File: src/rtl/shifter_seq_if.sv
// Request/result bundle for the sequential shift/rotate unit.
// The master issues start/OP/A/N; the slave returns busy/done and the R/CCR result bus.
interface shifter_seq_if #(
    parameter int op_size  = 4,
    parameter int amt_size = 3
);
    logic                start;
    logic [2:0]          OP;
    logic [op_size-1:0]  A;
    logic [amt_size-1:0] N;
    logic                busy;
    logic                done;
    logic [op_size-1:0]  R;
    logic [3:0]          CCR;

    modport master (
        output start, OP, A, N,
        input  busy, done, R, CCR
    );

    modport slave (
        input  start, OP, A, N,
        output busy, done, R, CCR
    );
endinterface

File: src/rtl/shifter_seq.sv
// Sequential shift/rotate unit: one bit position per clock, start/busy/done handshake.
// Produces the result register R and the CVNZ condition codes on COMMIT.
module shifter_seq #(
    parameter int         op_size  = 4,
    parameter int         amt_size = 3,
    parameter logic [3:0] c_mask   = 4'b1000,
    parameter logic [3:0] v_mask   = 4'b0100,
    parameter logic [3:0] n_mask   = 4'b0010,
    parameter logic [3:0] z_mask   = 4'b0001
) (
    input  logic          clk,
    input  logic          rst_n,
    shifter_seq_if.slave  bus
);

    localparam logic [2:0] OP_SHL = 3'b000;
    localparam logic [2:0] OP_SHR = 3'b001;
    localparam logic [2:0] OP_ASR = 3'b010;
    localparam logic [2:0] OP_ROL = 3'b011;
    localparam logic [2:0] OP_ROR = 3'b100;

    typedef enum logic [1:0] {
        IDLE   = 2'd0,
        SHIFT  = 2'd1,
        COMMIT = 2'd2
    } state_t;

    state_t              state_q, state_d;
    logic [op_size-1:0]  work_q,  work_d;
    logic [2:0]          mode_q,  mode_d;
    logic [amt_size-1:0] count_q, count_d;
    logic                c_q,     c_d;
    logic                v_q,     v_d;
    logic [op_size-1:0]  r_q,     r_d;
    logic [3:0]          ccr_q,   ccr_d;
    logic                done_q,  done_d;
    logic [op_size+1:0]  step_res;

    function automatic logic is_reserved(input logic [2:0] op);
        return (op > OP_ROR);
    endfunction

    // Returns {next_work, next_c, next_v} for a single 1-bit step.
    function automatic logic [op_size+1:0] step_fn(
        input logic [2:0]         mode,
        input logic [op_size-1:0] w,
        input logic               v
    );
        logic [op_size-1:0] nw;
        logic               nc;
        logic               nv;
        nw = w;
        nc = 1'b0;
        nv = 1'b0;
        case (mode)
            OP_SHL: begin
                nw = {w[op_size-2:0], 1'b0};
                nc = w[op_size-1];
                // V is sticky: set once the sign bit has flipped on any step
                nv = v | (w[op_size-1] ^ w[op_size-2]);
            end
            OP_SHR: begin
                nw = {1'b0, w[op_size-1:1]};
                nc = w[0];
            end
            OP_ASR: begin
                nw = {w[op_size-1], w[op_size-1:1]};
                nc = w[0];
            end
            OP_ROL: begin
                nw = {w[op_size-2:0], w[op_size-1]};
                nc = w[op_size-1];
            end
            OP_ROR: begin
                nw = {w[0], w[op_size-1:1]};
                nc = w[0];
            end
            default: begin
                nw = w;
                nc = 1'b0;
                nv = 1'b0;
            end
        endcase
        return {nw, nc, nv};
    endfunction

    function automatic logic [3:0] ccr_pack(
        input logic               c,
        input logic               v,
        input logic [op_size-1:0] w
    );
        logic [3:0] f;
        f = 4'b0000;
        if (c)            f = f | c_mask;
        if (v)            f = f | v_mask;
        if (w[op_size-1]) f = f | n_mask;
        if (w == '0)      f = f | z_mask;
        return f;
    endfunction

    assign step_res = step_fn(mode_q, work_q, v_q);

    always_comb begin
        state_d = state_q;
        work_d  = work_q;
        mode_d  = mode_q;
        count_d = count_q;
        c_d     = c_q;
        v_d     = v_q;
        r_d     = r_q;
        ccr_d   = ccr_q;
        done_d  = 1'b0;
        case (state_q)
            IDLE: begin
                if (bus.start) begin
                    work_d  = bus.A;
                    mode_d  = bus.OP;
                    // Reserved modes skip the step loop entirely, leaving R=A
                    count_d = is_reserved(bus.OP) ? '0 : bus.N;
                    c_d     = 1'b0;
                    v_d     = 1'b0;
                    state_d = SHIFT;
                end
            end
            SHIFT: begin
                if (count_q != '0) begin
                    work_d  = step_res[op_size+1:2];
                    c_d     = step_res[1];
                    v_d     = step_res[0];
                    count_d = count_q - 1'b1;
                end else begin
                    state_d = COMMIT;
                end
            end
            COMMIT: begin
                r_d     = work_q;
                ccr_d   = ccr_pack(c_q, v_q, work_q);
                done_d  = 1'b1;
                state_d = IDLE;
            end
            default: begin
                state_d = IDLE;
            end
        endcase
    end

    always_ff @(posedge clk or negedge rst_n) begin
        if (!rst_n) begin
            state_q <= IDLE;
            work_q  <= '0;
            mode_q  <= '0;
            count_q <= '0;
            c_q     <= 1'b0;
            v_q     <= 1'b0;
            r_q     <= '0;
            ccr_q   <= 4'b0000;
            done_q  <= 1'b0;
        end else begin
            state_q <= state_d;
            work_q  <= work_d;
            mode_q  <= mode_d;
            count_q <= count_d;
            c_q     <= c_d;
            v_q     <= v_d;
            r_q     <= r_d;
            ccr_q   <= ccr_d;
            done_q  <= done_d;
        end
    end

    // busy covers SHIFT and COMMIT, so it drops exactly when done rises
    assign bus.busy = (state_q != IDLE);
    assign bus.done = done_q;
    assign bus.R    = r_q;
    assign bus.CCR  = ccr_q;

endmodule

File: src/flat_wrapper.sv
// flat-port wrapper written by rule: the top's interface ports become plain ports
module shifter_seq_flat 
#(
    parameter int         op_size  = 4,
    parameter int         amt_size = 3,
    parameter logic [3:0] c_mask   = 4'b1000,
    parameter logic [3:0] v_mask   = 4'b0100,
    parameter logic [3:0] n_mask   = 4'b0010,
    parameter logic [3:0] z_mask   = 4'b0001
)
  (clk, rst_n, bus_start, bus_OP, bus_A, bus_N, bus_busy, bus_done, bus_R, bus_CCR);
  shifter_seq_if #(.op_size(op_size), .amt_size(amt_size)) bus_i ();
  input  logic clk;
  input  logic rst_n;
  input wire logic [$bits(bus_i.start)-1:0] bus_start;
  input wire logic [$bits(bus_i.OP)-1:0] bus_OP;
  input wire logic [$bits(bus_i.A)-1:0] bus_A;
  input wire logic [$bits(bus_i.N)-1:0] bus_N;
  output wire logic [$bits(bus_i.busy)-1:0] bus_busy;
  output wire logic [$bits(bus_i.done)-1:0] bus_done;
  output wire logic [$bits(bus_i.R)-1:0] bus_R;
  output wire logic [$bits(bus_i.CCR)-1:0] bus_CCR;
  assign bus_i.start = bus_start;
  assign bus_i.OP = bus_OP;
  assign bus_i.A = bus_A;
  assign bus_i.N = bus_N;
  assign bus_busy = bus_i.busy;
  assign bus_done = bus_i.done;
  assign bus_R = bus_i.R;
  assign bus_CCR = bus_i.CCR;
  shifter_seq #(.op_size(op_size), .amt_size(amt_size), .c_mask(c_mask), .v_mask(v_mask), .n_mask(n_mask), .z_mask(z_mask)) u_core (.clk(clk), .rst_n(rst_n), .bus(bus_i));
endmodule
File: config.mk
export PLATFORM = sky130hd
export DESIGN_NAME = shifter_seq_flat
export DESIGN_NICKNAME = d
export VERILOG_FILES = /design/src/rtl/shifter_seq_if.sv /design/src/rtl/shifter_seq.sv /design/src/flat_wrapper.sv
export SDC_FILE = /design/constraint.sdc
export NUM_CORES = 1
export LEC_CHECK = 0
export CAP_MARGIN = 15
export CELL_PAD_IN_SITES_DETAIL_PLACEMENT = 0
export CELL_PAD_IN_SITES_GLOBAL_PLACEMENT = 1
export CORE_UTILIZATION = 35
export CTS_CLUSTER_DIAMETER = 50
export CTS_CLUSTER_SIZE = 25
export DETAILED_ROUTE_END_ITERATION = 6
export PLACE_DENSITY_LB_ADDON = 0.3
export SYNTH_ARGS = -nofsm -noshare
export SYNTH_HDL_FRONTEND = slang
export SYNTH_SLANG_ARGS = --single-unit
File: constraint.sdc
create_clock -name clk -period 1.5 [get_ports clk]
set_input_delay 0.225 -clock clk [delete_from_list [all_inputs] [get_ports clk]]
set_output_delay 0.225 -clock clk [all_outputs]
set_load 0.02 [all_outputs]
### Yosys cells after proc, flatten, opt, wreduce, memory -nomap -nowiden

Cells that the tools add are included.

* flip-flop bits (word level): 23
* bits in latches: 0
* bits in writable memories: 0
* bits in read-only memories: 0
* input bits: 13
* memories: 0

* add/sub/neg operators: 1
* multipliers: 0
* div/mod/pow operators: 0
* order comparisons: 1
* equal/unequal tests: 12
* shift-type cells: 0
* mux-type cells: 23
* bitwise operators: 2
* reduce and logical (&&, ||, !) cells: 13

Operators by type and width (count)
* $pmux 4 s5: 1
* $mux 3: 4
* $mux 4: 3
* $pmux 4 s2: 1
* $eq 3x2->1 const B: 2
* $mux 1: 6
* $mux 2: 3
* $ne 2x2->1 const B: 3
* $ne 6x6->1 const B: 1
* $pmux 1 s2: 3
* $pmux 3 s2: 1
* $ne 5x5->1 const B: 1
* $reduce_and 5->1: 1
* $logic_not 4->1: 1
* $pmux 2 s2: 1
* $reduce_and 2->1: 2
* $reduce_and 4->1: 1
* $reduce_bool 2->1: 2
* $eq 3x1->1 const B: 1
* $eq 3x3->1 const B: 1
* $gt 3x3->1 const B: 1
* $logic_not 3->1: 1
* $reduce_and 3->1: 1
* $reduce_bool 3->1: 1
* 9 further kinds: 9

### Longest topological paths before layout

Gate-level depths: netlist of run 1.

* depth after elaboration: 5
* mapped depth: 7
* mapped depth without buffers: 7

### Least setup slack after synthesis of run 1

Ideal clock, no wire load.

* path type: flip-flop to flip-flop
* from: register u_core.count_q[0]
* to: register u_core.count_q[0]
* setup time: 0.132 ns
* arrival: 1.288 ns
* required time: 1.368 ns
* path slack: 0.080 ns
* stages on the path, launching flop included: 8
* path buffers: 0
* clock period less this slack: 1.420 ns
* cell sequence: dfrtp_1 -> inv_1 -> ha_1 -> nand3b_1 -> nand2_1 -> inv_1 -> mux2i_1 -> o21ai_0

* longest elaborated chain between the ends: 3
* elaborated cells on any way between the ends: 6
* those cells by class: 1 x add/sub; 1 x eq/ne; 2 x mux; 2 x reduce/logical

Ends and longest elaborated chain
* start, declared: line shifter_seq.sv:31 `logic [amt_size-1:0] count_q, count_d;`
* start signal, assigned: line shifter_seq.sv:162 `count_q <= count_d;`
* $sub 3x1->3 / $reduce_bool 3->1 (equally long branches): line shifter_seq.sv:130, shifter_seq.sv:126
* $mux 3 / $ne 2x1->1 (equally long branches)
* $pmux 3 s2 / $reduce_and 3->1 (equally long branches)

Several ways; a longest one is shown, not always the timed one. The select of a mux whose other input is x is not followed.
A chain may end at the register's enable or synchronous reset.

### Final worst setup path of run 1

* from: register u_core.count_q[0]
* to: register u_core.count_q[2]

Same word-level chain as after synthesis.

==> flow_metrics.py, run 1 <==
metrics = {
    "status": {
        "status": "finished, final reports clean",
    },
    "sta": {
        "hold_viol": 0,
        "slew_headroom_pct": 62.75,
        "fin_skew_ns": 0.009342,
        "finalSetupViolCount": 0,
        "setup_tns_ns": 0,
        "fmax_mhz": 691.3,
        "finalMaxSlewViolations": 0,
        "fin_crit_ns": 1.447,
        "tightest_slew_ns": 0.5529,
        "fin_crit_sh_pct": 96.43,
        "fin_ws_ns": 0.05350,
    },
    "worst_setup_path": {
        "critPathCaptureType": "flop",
        "r2r-start": "u_core.count_q[0]",
        "crit_path_start_kind": "flop",
        "cp.required_ns": 1.70,
        "crit_type": "flop to flop",
        "crit_fanout": 4,
        "cp-startpoint": "u_core.count_q[0]",
        "worstPathArrival_ns": 1.65,
    },
    "floorplan": {
        "ioPinCount": 23,
        "die_w_um": 60.34,
        "start_util_pct": 38.08,
        "rows": 20,
        "die_height_um": 60.34,
        "core-area_um2": 3128,
        "fp.dieArea_um2": 3640,
    },
    "cts": {
        "cts.htree.levels": 1,
        "clk_path_buf_depth": 2,
        "cts.clk_slew.worst_paths_ns": 0.13,
        "cts-root-buf": "clkbuf_4",
        "clock_latency_ns": 0.31,
        "cts_tree": "done",
        "cts-hold-fix-buffers": 0,
        "cts.sinks": 22,
        "cts_buffers": 3,
    },
    "route": {
        "first_pass_iters": 4,
        "wl_per_cell_um": 12.34,
        "vias": 948,
        "antenna_left": 0,
        "drc": 0,
        "drt-total-wl_mm": 2.345,
        "via_per_inst": 4.989,
        "drt-initial-drc-count": 14,
    },
    "synth": {
        "netlist_area_um2": 1191,
        "synth_edf_count": 0,
        "synth_cells": 114,
        "netlist_top_cells_count": "dfrtp_1 (22), inv_1 (9), nand2_1 (9)",
        "ys_warn_count": 0,
        "postSynthAreaPerCell_um2": 10.45,
        "yosys_register_bits": 22,
        "post-synth-top-count-cell": "dfrtp_1",
        "synthArstFlopShare_pct": 100.0,
        "yosysTopAreaCell": "dfrtp_1",
        "synth-main-ff-cell": "dfrtp_1",
        "synth_top_area_share_pct": 46.22,
        "syn-num-nets": 130,
        "synth.distinct_cells": 33,
        "yosysSeqAreaShare_pct": 46.22,
        "ys_top_cells_by_area": "dfrtp_1 (46%), mux2i_1 (5.9%), mux2_2 (5.7%)",
    },
    "placement": {
        "portBuffers": 22,
        "place_hpwl_mm": 1.735,
        "globalplace.congestion": 0.7205,
        "pre_cts_slack_ns": -0.07404,
    },
    "global_routing": {
        "grt-ovfl-total": 0,
        "grt_pass1_vias": 918,
        "grt_use_total_pct": 15.02,
        "antenna_found_initial": 0,
        "grt_start_max_net_pins": 23,
        "grt_pass1_wl_mm": 4.015,
    },
    "pwr": {
        "p_leak_nw": 0.7703,
        "ir_drop_v": 0.001030,
        "p_per_area_nw_per_um2": 2330,
    },
    "final_layout": {
        "diodes": 0,
        "fin_nets": 163,
        "layout-drive-gt1-share_pct": 28.08,
        "syn_to_final_growth_pct": 33.61,
    },
    "min_path": {
        "hold_path_class": "input port to asynchronous set/reset pin",
    },
    "job": {
        "max_cap_viol_count": 0,
    },
}
## layout make-up
cell class                 instances  area, µm²
timing repair buffer              35      312.8
fill                             289       1536
clock inverter                     1      30.03
sequential                        22      553.0
multi-input combinational         76      584.3
clock buffer                       3      22.52
tap                               44      55.05
inverter                           9      33.78
## layout by cell type, fill, tap and decap left out, types with 2 or more instances in the layout
| master | instances |
|---|---|
| dfrtp_1 | 20 |
| clkdlybuf4s50_1 | 12 |
| buf_4 | 12 |
| nand2_1 | 8 |
| o21ai_0 | 8 |
| nor2_1 | 7 |
| mux2i_1 | 7 |
| dlygate4sd2_1 | 7 |
| inv_1 | 6 |
| mux2_2 | 6 |
| a21oi_1 | 6 |
| o31ai_1 | 4 |
| inv_2 | 3 |
| clkbuf_4 | 3 |
| nand2b_1 | 2 |
| a311oi_2 | 2 |
| a211oi_1 | 2 |
| nand4_1 | 2 |
| a21boi_2 | 2 |
| ha_1 | 2 |
| dlymetal6s2s_1 | 2 |
| dfrtp_2 | 2 |
## metrics by stage
step | cell area, µm² | instances | util (%) | power [mW] | hold slack [ns]
after floorplan | 1191 | 114 | - | 2.543 | -0.07059
final | 1592 | 190 | 50.88 | 3.708 | 0.2428
after CTS | 1523 | 188 | 48.68 | 3.530 | 0.2495
after global routing | 1592 | 190 | 50.88 | 4.030 | 0.2495
after global placement | 1474 | 183 | 47.12 | 3.072 | 0.4614
after detailed placement | 1474 | 183 | 47.12 | 3.115 | 0.4707
## where the power goes
group          internal (mW)  switching, mW
registers              0.871          0.267
logic                   1.05           1.06
clock network          0.270          0.187
total                   2.19           1.52
## kinds of logic after synthesis
kind of cell	share of synthesized area (%)
AO/OA/AOI/OAI	17.12
XOR/XNOR	0.7354
adder cells (fa/ha/maj)	3.152
buffers and inverters	8.508
flip-flops	46.22
multiplexers	11.55
AND/OR/NAND/NOR	12.71
## registers in the layout, summed over array words and instances (netlist names)
register	count
u_core.c_q	1
u_core.count_q	3
u_core.state_q	2
u_core.v_q	1
u_core.work_q	4
u_core.bus.CCR	4
u_core.mode_q	3
u_core.bus.done	1
u_core.bus.R	3
## routing by layer
layer	global-route usage, %	wire [µm]
met1	19.28	1060
met2	24.65	1172
met3	2.559	81
met4	6.977	31
met5	0	0
## critical path, stage by stage (launching register included)
cell	delay, ns
dfrtp_1	0.40
inv_2	0.06
ha_4	0.15
nand3b_1	0.18
nand2_2	0.12
buf_6	0.14
a311oi_2	0.20
a21oi_1	0.07
## timing repair
action | CTS | global route
endpoints found under the hold margin | 0 | 0
buffers inserted | 1 | 2
resized for setup | 12 | 17
pin swaps | 0 | 2
setup endpoints to repair | 9 | 9
## worst paths after layout
kind	to	slack [ns]	depth (start not counted)
setup / recovery	u_core.count_q[2]	0.05	7
hold / removal	u_core.bus.R[2]	0.24	2
setup reg to reg	u_core.count_q[2]	0.05	7
hold reg to reg	u_core.bus.R[2]	0.49	2
max in group asynchronous	u_core.mode_q[0]	1.02	2
min in group clk	u_core.count_q[0]	0.47	3
Power figures use the tool's default switching activity.
==> inputs of run 2 (changes only) <==
--- a/config.mk
+++ b/config.mk
@@ -13,6 +13,7 @@
 export CTS_CLUSTER_SIZE = 25
 export DETAILED_ROUTE_END_ITERATION = 6
 export PLACE_DENSITY_LB_ADDON = 0.3
+export SLEW_MARGIN = 20
 export SYNTH_ARGS = -nofsm -noshare
 export SYNTH_HDL_FRONTEND = slang
 export SYNTH_SLANG_ARGS = --single-unit
==> results of run 2 <==
No change in the layout: final DEF, timing and power equal those of run 1.
